### src/rtl/cond_logic.sv
// Conditional-execution unit: evaluates the instruction condition against the
// stored architectural flags, gates the decoder's write requests, and holds
// the NZ / CV flag registers with per-group write enables.
module cond_logic (
  input  logic       clk,
  input  logic       reset,
  input  logic [3:0] Cond,
  input  logic [3:0] ALUFlags,
  input  logic [1:0] FlagW,
  input  logic       PCS,
  input  logic       RegW,
  input  logic       MemW,
  input  logic       NoWrite,
  output logic       PCSrc,
  output logic       RegWrite,
  output logic       MemWrite,
  output logic       CondEx,
  output logic [3:0] Flags
);

  typedef enum logic [3:0] {
    CondEq = 4'b0000,
    CondNe = 4'b0001,
    CondCs = 4'b0010,
    CondCc = 4'b0011,
    CondMi = 4'b0100,
    CondPl = 4'b0101,
    CondVs = 4'b0110,
    CondVc = 4'b0111,
    CondHi = 4'b1000,
    CondLs = 4'b1001,
    CondGe = 4'b1010,
    CondLt = 4'b1011,
    CondGt = 4'b1100,
    CondLe = 4'b1101,
    CondAl = 4'b1110,
    CondNv = 4'b1111
  } cond_e;

  // Stored flags: nz_q = {N, Z}, cv_q = {C, V}
  logic [1:0] nz_q;
  logic [1:0] cv_q;

  logic flag_n, flag_z, flag_c, flag_v;
  logic nz_we, cv_we;

  assign Flags  = {nz_q, cv_q};
  assign flag_n = nz_q[1];
  assign flag_z = nz_q[0];
  assign flag_c = cv_q[1];
  assign flag_v = cv_q[0];

  // Condition decode from stored flags only; ALUFlags never bypasses in
  always_comb begin
    CondEx = 1'b0;
    unique case (cond_e'(Cond))
      CondEq: CondEx = flag_z;
      CondNe: CondEx = ~flag_z;
      CondCs: CondEx = flag_c;
      CondCc: CondEx = ~flag_c;
      CondMi: CondEx = flag_n;
      CondPl: CondEx = ~flag_n;
      CondVs: CondEx = flag_v;
      CondVc: CondEx = ~flag_v;
      CondHi: CondEx = flag_c & ~flag_z;
      CondLs: CondEx = ~flag_c | flag_z;
      CondGe: CondEx = (flag_n == flag_v);
      CondLt: CondEx = (flag_n != flag_v);
      CondGt: CondEx = ~flag_z & (flag_n == flag_v);
      CondLe: CondEx = flag_z | (flag_n != flag_v);
      CondAl: CondEx = 1'b1;
      CondNv: CondEx = 1'b1;
      default: CondEx = 1'b0;
    endcase
  end

  // Write enables gated by the condition outcome
  always_comb begin
    PCSrc    = PCS & CondEx;
    RegWrite = RegW & ~NoWrite & CondEx;
    MemWrite = MemW & CondEx;
    nz_we    = FlagW[1] & CondEx;
    cv_we    = FlagW[0] & CondEx;
  end

  // NZ flag register; reset wins over a simultaneous write
  always_ff @(posedge clk or posedge reset) begin
    if (reset) begin
      nz_q <= 2'b00;
    end else if (nz_we) begin
      nz_q <= ALUFlags[3:2];
    end
  end

  // CV flag register; reset wins over a simultaneous write
  always_ff @(posedge clk or posedge reset) begin
    if (reset) begin
      cv_q <= 2'b00;
    end else if (cv_we) begin
      cv_q <= ALUFlags[1:0];
    end
  end

endmodule

### config.mk
export PLATFORM = sky130hd
export DESIGN_NAME = cond_logic
export DESIGN_NICKNAME = d
export VERILOG_FILES = /design/src/rtl/cond_logic.sv
export SDC_FILE = /design/constraint.sdc
export NUM_CORES = 1
export LEC_CHECK = 0
export ABC_AREA = 1
export ABC_CLOCK_PERIOD_IN_PS = 1900
export CAP_MARGIN = 20
export CORE_AREA = 5 5 42 44
export DETAILED_ROUTE_END_ITERATION = 16
export DIE_AREA = 0 0 47 49
export GPL_TIMING_DRIVEN = 0
export PLACE_DENSITY = 0.71
export SYNTH_ARGS = -nofsm -noshare
export SYNTH_HDL_FRONTEND = slang
export SYNTH_SLANG_ARGS = --single-unit
### constraint.sdc
create_clock -name clk -period 1.9 [get_ports clk]
set_input_delay 0.19 -clock clk [delete_from_list [all_inputs] [get_ports clk]]
set_output_delay 0.19 -clock clk [all_outputs]
set_load 0.05 [all_outputs]
==> flow_summary.yaml <==
status:
  outcome: "complete, no violations"
routing:
  drt-wirelength-per-cell_um: 9.738
  drt.antenna.violating_nets: 0
  num_vias: 567
  drt_wl_total_um: 1227
  detailedRoute.firstIterationViolations: 5
  post_drt_via_cell_ratio: 4.500
  drc: 0
  dr.pass1.iters: 4
floorplan:
  dieHeight_um: 49
  floorplan.die.width_um: 47
  rows: 14
  ioPinCount: 24
  floorplan.die_area_mm2: 0.002303
  initial_utilization_pct: 32.68
  core_mm2: 0.001401
final_layout:
  antenna_cells: 0
  syn_to_final_growth_pct: 71.31
  post-route-util_pct: 55.98
  finalNetCount: 127
  drive_gt1_share_pct: 30.91
synthesis:
  yosys_register_bits: 4
  yosysWarnings: 0
  syn_avg_cell_area_um2: 5.724
  syn_area_um2: 457.9
  synth_fp_nets: 96
  synth_cells: 80
  synth.distinct_cells: 18
  synth_sequential_area_ratio_pct: 21.86
clock_network:
  clkTransAtPathRegs_ps: 40
  htreeDepth: 1
  cts_root_buf: "clkbuf_4"
  tritoncts_num_sinks: 4
  cts-buffers-inserted: 3
  cts_tree: "built"
  buffer_levels_on_the_longest_clock_path: 2
  clock_insertion_delay_worst_skew_ps: 240
  cts_hold_buffers: 0
power:
  p_leak_nw: 0.4043
  power_density_over_cell_area_mw_per_mm2: 1204
  irDropWorstVdd_mv: 1.013
  fin_total_pwr_w: 0.0009444
setup_path:
  critPathBufInv: 2
  setup.worst_path.end_class: "output port"
  crit_path_required_time_ps: 1710
  worstSetupPathDepth: 12
  timing.critical_path.mode_cell: "nand2_1"
  path_delay_family: "simple AND/OR/NAND/NOR gates"
  timing.critical_path.fanout_max: 4
  crit_path_cell_trace: "inv_2 -> nand2_2 -> nand2_1 -> nand2_1 -> nand2_1 -> nand2_1 -> nand2_2 -> nor2_4 -> nand2_4 -> nand2_4 -> nor3_4 -> buf_6"
  startpoint_type: "flop"
  cp_slowest_cell: "dfrtp_2"
  worst_path_largest_cell_delay_ps: 420
  logic_depth_of_the_worst_register_to_register_path: 12
  timing_worst_setup_path_type: "reg2out"
  crit_arrival_ps: 1560
placed_design:
  place_hpwl_um: 992.7
  numPortBuffers: 23
  dp_worst_setup_slack_ps: -823.5
  placer_s_final_routability_congestion_estimate: 0.8098
sta:
  final.period_utilization_pct: 92.26
  max_slew.worst_pin.slew_ps: 499.7
  final_max_slew_viols: 0
  timing.final.ws_setup_ps: 147.0
  setup_total_negative_slack_ps: 0
  finalHoldViolCount: 0
  max-slew-margin-rel_pct: 66.58
  final.setup_skew_ps: 1.661
  setup_violations: 0
  rsz0062_at_grt: "false"
  max_clock_freq_ghz: 0.5705
  post_layout_minimum_cycle_time_ps: 1753
global_route:
  number_of_antenna_violations_at_the_first_check_in_global_routing: 0
  first_pass_grt_wire_length_um: 2145
  first_global_vias: 534
  global_route.usage.total_pct: 12.50
  grt_start_max_net_pins: 8
  global_route.overflow_total: 0
hold_path:
  holdCritPathClass: "in2async"
run:
  maxCapViolations: 0
## Yosys cell counts (all sizes together)
master  instances  area (um2)
nand2          31       131.4
inv            15       56.30
nor2           10       47.55
nand3           8       50.05
dfrtp           4       100.1
nand4           4       25.02
o21ai           3       18.77
a21oi           2       10.01
nor3            2       15.01
clkinv          1       3.750
## flip-flops by register name (all words and copies together), names as in the netlist
signal and flops:
cv_q 2, nz_q 2
## logic make-up after synthesis
family	count (synthesis)	share of synthesized area (%)
simple gates	55	58.74
buf+inv	16	13.11
compound gates	5	6.285
flops	4	21.86
## power by group
| part | internal [W] | switching, W |
|---|---|---|
| clock | 0.0000790 | 0.0000374 |
| sequential | 0.000130 | 0.0000460 |
| combinational | 0.000235 | 0.000418 |
| total | 0.000443 | 0.000501 |
## layer usage
metal / track usage [%] / part of all wire (%)
met5: 0 / 0
met4: 5.530 / 0
met3: 2.214 / 6.3
met2: 19.46 / 48
met1: 16.19 / 45
## path summary, 6_finish.rpt
check	startpoint	slack, ps	endpoint
max	cv_q[0]	150	RegWrite
min in group clk	cv_q[1]	510	cv_q[1]
min reg2reg	cv_q[1]	510	cv_q[1]
max in group asynchronous	reset	1610	cv_q[1]
max reg2reg	cv_q[0]	490	cv_q[0]
min	reset	130	nz_q[1]
## repair_timing
| action | CTS | global route |
|---|---|---|
| pin swaps | 0 | 1 |
| resized for setup | 32 | 9 |
| buffers inserted | 3 | 0 |
| endpoints found under the setup margin | 4 | 4 |
## per-stage QoR
step	std cells	hold slack, ps	area (um2)
floorplan	80	-44.12	473.0
global placement	119	382.7	723.2
detailed placement	119	382.3	723.2
CTS	126	128.9	774.5
global route	126	148.4	784.5
finish	126	128.1	784.5
## cells in the final DEF, fill, tap and decap left out, drive strengths merged
| master | count |
|---|---|
| o21ai | 3 |
| clkbuf | 4 |
| inv | 15 |
| nor3 | 2 |
| nand4 | 4 |
| clkinv | 1 |
| dlygate4sd2 | 4 |
| dfrtp | 4 |
| buf | 7 |
| nand3 | 8 |
| nand2 | 31 |
| nor2 | 10 |
| a21oi | 2 |
| clkdlybuf4s50 | 15 |
## area by class of cell
class | count | area (um2)
repair buffers | 26 | 241.5
fillers | 138 | 616.8
multi-input cells | 60 | 332.8
well taps | 16 | 20.02
clock buffers | 4 | 26.28
flip-flops and latches | 4 | 103.9
inverters | 16 | 60.06
No activity file was read; power rests on OpenSTA's default activity.
